--- src/rtl/slice_scan_engine.sv ---
`default_nettype none
// ============================================================================
// Module      : slice_scan_engine
// Description : Buffers DEPTH slices of N bits, then replays them from a
//               programmable index, scanning up or down with modulo-DEPTH wrap.
// Revision    : 1.0 - initial release
// ============================================================================
module slice_scan_engine #(
  parameter int N     = 25,
  parameter int DEPTH = 64,
  parameter int AW    = 8
) (
  input  logic          clk,
  input  logic          rst,
  input  logic          start,
  input  logic          dir,
  input  logic [AW-1:0] start_idx,
  input  logic          clear,
  input  logic          in_valid,
  output logic          in_ready,
  input  logic [N-1:0]  in_data,
  output logic          out_valid,
  input  logic          out_ready,
  output logic [N-1:0]  out_data,
  output logic          out_last,
  output logic          busy,
  output logic          done
);

  localparam int            c_IW   = (DEPTH > 1) ? $clog2(DEPTH) : 1;
  localparam logic [c_IW-1:0] c_LAST = c_IW'(DEPTH - 1);

  typedef enum logic [1:0] {
    S_IDLE  = 2'd0,
    S_FILL  = 2'd1,
    S_DRAIN = 2'd2
  } state_t;

  state_t          r_state;
  logic            r_dir;
  logic [c_IW-1:0] r_start_idx;
  logic [c_IW-1:0] r_wr_cnt;
  logic [c_IW-1:0] r_rd_cnt;
  logic [c_IW-1:0] r_rd_idx;
  logic            r_in_ready;
  logic            r_out_valid;
  logic            r_out_last;
  logic            r_busy;
  logic            r_done;
  logic [N-1:0]    r_mem [DEPTH];

  logic            w_in_fire;
  logic            w_out_fire;
  logic            w_idx_ok;
  logic [c_IW-1:0] w_rd_idx_nxt;
  logic [c_IW-1:0] w_rd_cnt_nxt;

  // clear wins over any handshake presented in the same cycle
  assign w_in_fire    = r_in_ready & in_valid & ~clear;
  assign w_out_fire   = r_out_valid & out_ready & ~clear;
  assign w_idx_ok     = ({1'b0, start_idx} < (AW+1)'(DEPTH));
  assign w_rd_cnt_nxt = r_rd_cnt + c_IW'(1);

  always_comb begin
    w_rd_idx_nxt = r_rd_idx;
    if (r_dir) w_rd_idx_nxt = (r_rd_idx == c_LAST) ? '0 : r_rd_idx + c_IW'(1);
    else       w_rd_idx_nxt = (r_rd_idx == '0) ? c_LAST : r_rd_idx - c_IW'(1);
  end

  always_ff @(posedge clk) begin
    if (w_in_fire) r_mem[r_wr_cnt] <= in_data;
  end

  always_ff @(posedge clk or negedge rst) begin
    if (!rst) begin
      r_state     <= S_IDLE;
      r_dir       <= 1'b0;
      r_start_idx <= '0;
      r_wr_cnt    <= '0;
      r_rd_cnt    <= '0;
      r_rd_idx    <= '0;
      r_in_ready  <= 1'b0;
      r_out_valid <= 1'b0;
      r_out_last  <= 1'b0;
      r_busy      <= 1'b0;
      r_done      <= 1'b0;
    end else begin
      r_done <= 1'b0;
      if (clear) begin
        r_state     <= S_IDLE;
        r_wr_cnt    <= '0;
        r_rd_cnt    <= '0;
        r_rd_idx    <= '0;
        r_in_ready  <= 1'b0;
        r_out_valid <= 1'b0;
        r_out_last  <= 1'b0;
        r_busy      <= 1'b0;
      end else begin
        case (r_state)
          S_IDLE: begin
            if (start) begin
              r_state     <= S_FILL;
              r_dir       <= dir;
              r_start_idx <= w_idx_ok ? start_idx[c_IW-1:0] : '0;
              r_wr_cnt    <= '0;
              r_in_ready  <= 1'b1;
              r_busy      <= 1'b1;
            end
          end
          S_FILL: begin
            if (w_in_fire) begin
              r_wr_cnt <= r_wr_cnt + c_IW'(1);
              if (r_wr_cnt == c_LAST) begin
                r_state     <= S_DRAIN;
                r_wr_cnt    <= '0;
                r_in_ready  <= 1'b0;
                r_out_valid <= 1'b1;
                r_out_last  <= 1'b0;
                r_rd_idx    <= r_start_idx;
                r_rd_cnt    <= '0;
              end
            end
          end
          S_DRAIN: begin
            if (w_out_fire) begin
              if (r_rd_cnt == c_LAST) begin
                r_state     <= S_IDLE;
                r_out_valid <= 1'b0;
                r_out_last  <= 1'b0;
                r_busy      <= 1'b0;
                r_done      <= 1'b1;
                r_rd_cnt    <= '0;
                r_rd_idx    <= '0;
              end else begin
                r_rd_cnt   <= w_rd_cnt_nxt;
                r_rd_idx   <= w_rd_idx_nxt;
                r_out_last <= (w_rd_cnt_nxt == c_LAST);
              end
            end
          end
          default: begin
            r_state    <= S_IDLE;
            r_in_ready <= 1'b0;
            r_busy     <= 1'b0;
          end
        endcase
      end
    end
  end

  assign in_ready  = r_in_ready;
  assign out_valid = r_out_valid;
  assign out_last  = r_out_last;
  assign busy      = r_busy;
  assign done      = r_done;
  assign out_data  = r_out_valid ? r_mem[r_rd_idx] : '0;

endmodule
`default_nettype wire

--- config.mk ---
export PLATFORM = sky130hd
export DESIGN_NAME = slice_scan_engine
export DESIGN_NICKNAME = d
export VERILOG_FILES = /design/src/rtl/slice_scan_engine.sv
export SDC_FILE = /design/constraint.sdc
export NUM_CORES = 2
export LEC_CHECK = 0
export ABC_AREA = 0
export BUFFER_PORTS_ARGS = -buffer_cell sky130_fd_sc_hd__buf_4
export CORE_UTILIZATION = 55
export DETAILED_ROUTE_END_ITERATION = 10
export PLACE_DENSITY = 0.68
export SLEW_MARGIN = 20
export SYNTH_ARGS = -nofsm -noshare
export SYNTH_HDL_FRONTEND = slang
export SYNTH_SLANG_ARGS = --single-unit
export TNS_END_PERCENT = 30
--- constraint.sdc ---
create_clock -name clk -period 5.2 [get_ports clk]
set_clock_uncertainty 0.1 [all_clocks]
set_input_delay 1.04 -clock clk [delete_from_list [all_inputs] [get_ports clk]]
set_output_delay 1.04 -clock clk [all_outputs]
set_load 0.01 [all_outputs]
# Yosys cells after proc, flatten, opt, wreduce, memory -nomap -nowiden

Memories as Yosys holds them, arrays and structs flattened.
Cells that the tools add are included.

Reduce and logical (&&, ||, !) cells: 11
$lt $le $gt $ge: 1
Add/subtract/negate cells: 4
Muxes and demuxes: 52
Bitwise operators: 5
Equality and inequality tests: 13

Operator list:

| kind                  | number |
|---|---|
| $mux W6               | 18 |
| $pmux W6 S2           | 3 |
| $mux W25              | 1 |
| $eq A6 B6 Y1 const B  | 4 |
| $mux W1               | 19 |
| $add A6 B1 Y6 const B | 3 |
| $ne A3 B3 Y1 const B  | 5 |
| $mux W2               | 6 |
| $reduce_and A4 Y1     | 3 |
| $reduce_and A5 Y1     | 2 |
| $lt A8 B7 Y1 const B  | 1 |
| $logic_not A6 Y1      | 1 |
| $pmux W1 S3           | 2 |
| $pmux W2 S3           | 1 |
| $reduce_and A3 Y1     | 2 |
| $reduce_bool A3 Y1    | 2 |
| $sub A6 B1 Y6 const B | 1 |
| $and A1 B1 Y1         | 4 |
| $ne A2 B2 Y1 const B  | 2 |
| $pmux W1 S2           | 2 |
| $eq A2 B1 Y1 const B  | 1 |
| $eq A2 B2 Y1 const B  | 1 |
| $logic_not A2 Y1      | 1 |
| $not A1 Y1            | 1 |

Register bits: 32
RAM bits: 1600
Memories kept: 1
Logic and storage cells: 98
Output and inout port bits: 30

Memory list:

| name  | depth | bits a word | read ports | clocked after Yosys merged registers in | write ports | line | text |
|---|---|---|---|---|---|---|---|
| r_mem | 64    | 25          | 1          | 0                                       | 1           | 50   | `logic [N-1:0] r_mem [DEPTH];` |

# Depth between registers and ports, before layout

Depth in word-level cells: 7
Gate-level depth with buffers: 12
Depth with buffers taken out: 7

# Least setup slack after synthesis

Ideal clock, no wire load.

Path kind: input-to-reg
Start: in clear
End: mem r_mem[47][0] (enable)
Path slack: 1.727 ns
Arrival: 2.966 ns
Cell stages on the path: 4
Cells stage by stage: clkbuf_1 > nor3b_1 > nand3_1 > nor2_1

Cells in the longest elaborated chain, start to end: 4

Ends and longest elaborated chain:

| item                          | line | text |
|---|---|---|
| from (decl)                   | 18   | `input logic clear,` |
| $not A1 Y1 (no line)          | --   |  |
| $and A1 B1 Y1                 | 59   | `assign w_in_fire = r_in_ready & in_valid & ~clear;` |
| $mux W1                       | 71   | `if (w_in_fire) r_mem[r_wr_cnt] <= in_data;` |
| $mux W1 (implied by the code) | 71   |  |
| to (decl)                     | 50   |  |

Every way passes these cells.

# Final worst setup path

Start: reg r_rd_idx[1]
End: out out_data[20]

Cells in the longest elaborated chain, start to end: 2

Ends and longest elaborated chain:

| item                   | line | text |
|---|---|---|
| from (decl)            | 44   | `logic [c_IW-1:0] r_rd_idx;` |
| from (signal assigned) | 119  | `r_rd_idx <= r_start_idx;` |
| from (signal assigned) | 136  | `r_rd_idx <= w_rd_idx_nxt;` |
| $mem_v2 Z64 W25        | --   |  |
| $mux W25               | 156  | `assign out_data = r_out_valid ? r_mem[r_rd_idx] : '0;` |
| to (decl)              | 24   | `output logic [N-1:0] out_data,` |

Every way passes these cells.

==> metrics <==
CTS buffer count=158; # DRC=0; Routed Antenna Nets=0; initial antenna violation count=4; CTS tree=done; switching share of total power=0.2854; most frequent CP cell=buf_12; post-route cell area=71220 µm²; clk sinks=1632; synth unique cells=54; Slowest cell on crit path=dfrtp_4; CTS H-tree depth=4; Setup CP Type=flip-flop to output port; # fillers=7418; Initial Util=0.5567; gpl congestion=0.9018; PortBufs=69; largest net degree at the start of global routing=92; Slew headroom=0.3155; maximum root-to-sink buffer count=3; dpl ws=0.7511 ns; Post-synth EDFFs=1600; Post-synth ARST share=0.01961; detailed-route via count=31122; total track usage=0.2760; Non-Filler Instances=4703; Ys Warns=0; Final min period=5.112 ns; share of layout cells above drive strength 1=0.2922; CP Cell Sequence=buf_12, buf_12, mux4_2, a22oi_1, a21oi_1, o21ai_0, o31ai_1, buf_4; pwr dens=489.7 nW/µm²; Syn Nets=2878; RSZ-0062 raised after global routing=no; syn_area_per_cell=22.17 µm²; class of the worst hold path=input pin to asynchronous set/reset pin; Worst path max stage delay=0.74 ns; combinational share of power=0.255; VDD IR-drop max=0.3924 mV; Gate Count Post-Synth=2833; Worst setup EP type=output port; Max Fclk=195.6 MHz; CP arrival=3.97 ns; worst setup margin=0.08756 ns; grt ovf=0; vias per cell=6.617; sequential power share=0.422; dpl hpwl=90.42 mm; maxcap violations=0; Root Buffer=clkbuf_16; Final Max Tran Viols=0; status=finished clean; Sw Pwr=9954 µW; Worst Path Required=4.06 ns; total placed cells including tap cells=4413; Setup crit start kind=flip-flop; worst hold slack=0.1413 ns; # IOs=70; Pre-Repair DR Iteration Count=6; global-route wire length before repair=224.7 mm; Netlist Area Pre-Place=62800 µm²; number of global-route vias before repair=31747; LEAKAGE=0.02268 µW; synthesized flop and latch total=1632; slew of the pin with the lowest slew margin=1.023 ns; sequential element share of the synthesized area=0.7779; largest cells by area after synthesis=edfxtp_1, mux4_2, mux2i_1; Yosys top cell area share=0.7651; routed wire length=157.0 mm; Critical Path Fanout Max=23; Die Span Y=339.9 µm; Placed Area=66070 µm²; die width=339.9 µm; Final period util=0.9832; die outline area=115500 µm²; Rows=123; Final Hold Fails=0; Core Area=112800 µm²; Clock Latency Late Sink=0.75 ns; drt wl/cell=33.39 µm; Final nets=3119; number of DRC markers in iteration 0=3672; Clock power frac=0.323; total negative setup slack=0 ns; ys flop type=edfxtp_1; area leader, netlist=edfxtp_1; clock slew at reported path FFs=0.06 ns; Internal=24920 µW; Setup Viol. Count Final=0; area grow syn2layout=13.42%
-- per-stage QoR --
step / util / power, µW
2_1_floorplan: - / 20360
3_3_place_gp: 0.5857 / 23710
3_5_place_dp: 0.5857 / 23820
4_1_cts: 0.6311 / 35000
5_1_grt: 0.6313 / 35890
6_report: 0.6314 / 34880
-- path summary, 6_finish.rpt --
path                       depth (start not counted)  slack [ns]               startpoint                 endpoint
setup / recovery                                   8        0.09  r_rd_idx[1]$_DFFE_PN0P_             out_data[20]
min in group clk                                   2        0.38     out_last$_DFFE_PN0P_     out_last$_DFFE_PN0P_
max in group asynchronous                          1        4.44                      rst  r_rd_idx[1]$_DFFE_PN0P_
setup reg to reg                                   4        1.56  r_wr_cnt[3]$_DFFE_PN0P_  r_rd_idx[0]$_DFFE_PN0P_
hold reg to reg                                    2        0.38     out_last$_DFFE_PN0P_     out_last$_DFFE_PN0P_
hold / removal                                     1        0.14                      rst         busy$_DFFE_PN0P_
-- area by class of cell --
type | count | area [µm²] | share of cell area
timing repair buffer | 233 | 1987 | 0.02790
clock buffer | 200 | 4362 | 0.06124
sequential | 1632 | 48850 | 0.6860
antenna | 3 | 7.507 | 0.0001054
inverter | 14 | 57.56 | 0.0008081
tap | 1500 | 1877 | 0.02635
multi-input combinational | 1035 | 13320 | 0.1870
clock inverter | 86 | 758.2 | 0.01065
-- cell families after synthesis --
family / count (synthesis) / synth area share
DFF: 1632 / 0.7779
muxes: 522 / 0.1631
and+or+nand+nor: 267 / 0.01849
AOI/OAI and AO/OA: 237 / 0.02600
buffers and inverters: 166 / 0.01297
adders and majority gates: 5 / 0.0009962
xor gates and xnor gates: 4 / 0.0005580
-- cells in the mapped netlist (4+ instances only) --
library cell,count
a211o_1,19
a211oi_1,22
a21oi_1,25
a221oi_1,4
a22oi_1,23
a31oi_1,9
a32oi_1,22
buf_1,20
buf_2,30
buf_4,13
buf_6,14
clkbuf_1,75
dfrtp_1,32
edfxtp_1,1600
ha_1,5
inv_1,10
mux2i_1,120
mux4_2,401
nand2_1,106
nand2b_1,6
nand3_1,18
nand4_1,7
nor2_1,88
nor2b_1,12
nor3_1,11
o21ai_0,25
o22ai_1,60
o31ai_1,7
-- per-layer routing --
metal / track usage / up-vias / part of all wire
met2: 0.4356 / 1718 / 0.48
met4: 0.09816 / 4 / 0.036
met5: 0 / - / 0.00014
met1: 0.3855 / 16606 / 0.39
li1: - / 12505 / -
met3: 0.05954 / 289 / 0.094
-- repair_timing --
item / 4_1_cts / 5_1_grt
setup buffers: 0 / 0
hold buffers: 0 / 0
resized for setup: 1 / 1
endpoints found under the setup margin: 1 / 1
gates cloned: 0 / 0
-- flip-flops by register name (all words and copies together) (netlist names) --
signal       count
r_mem         1600
r_rd_idx         6
r_start_idx      6
out_valid        1
r_state          2
out_last         1
done             1
in_ready         1
busy             1
r_dir            1
r_wr_cnt         6
r_rd_cnt         6
-- power groups by stage --
stage	clock [µW]	sequential [µW]	combinational [µW]
global placement	0	15000	8740
detailed placement	0	15000	8840
CTS	11400	14700	8880
floorplan	0	14800	5540
global route	11900	14700	9290
finish	11300	14700	8890
-- critical path, delay by kind of cell, from the launching register on --
kind | cells | cell delay, ns
mux | 1 | 0.32
compound gates | 4 | 1.38
flops | 1 | 0.74
buf+inv | 3 | 0.75
-- cell usage in the layout (no fill, tap or decap), drive strengths merged, types with 32 or more instances in the layout --
master / Yosys / final
mux4: 401 / 401
mux2i: 120 / 120
clkinv: 2 / 64
nor2: 88 / 88
edfxtp: 1600 / 1600
nand2: 106 / 106
o22ai: 60 / 60
dfrtp: 32 / 32
buf: 77 / 233
clkbuf: 75 / 200
No activity file was read; power rests on OpenSTA's default activity.
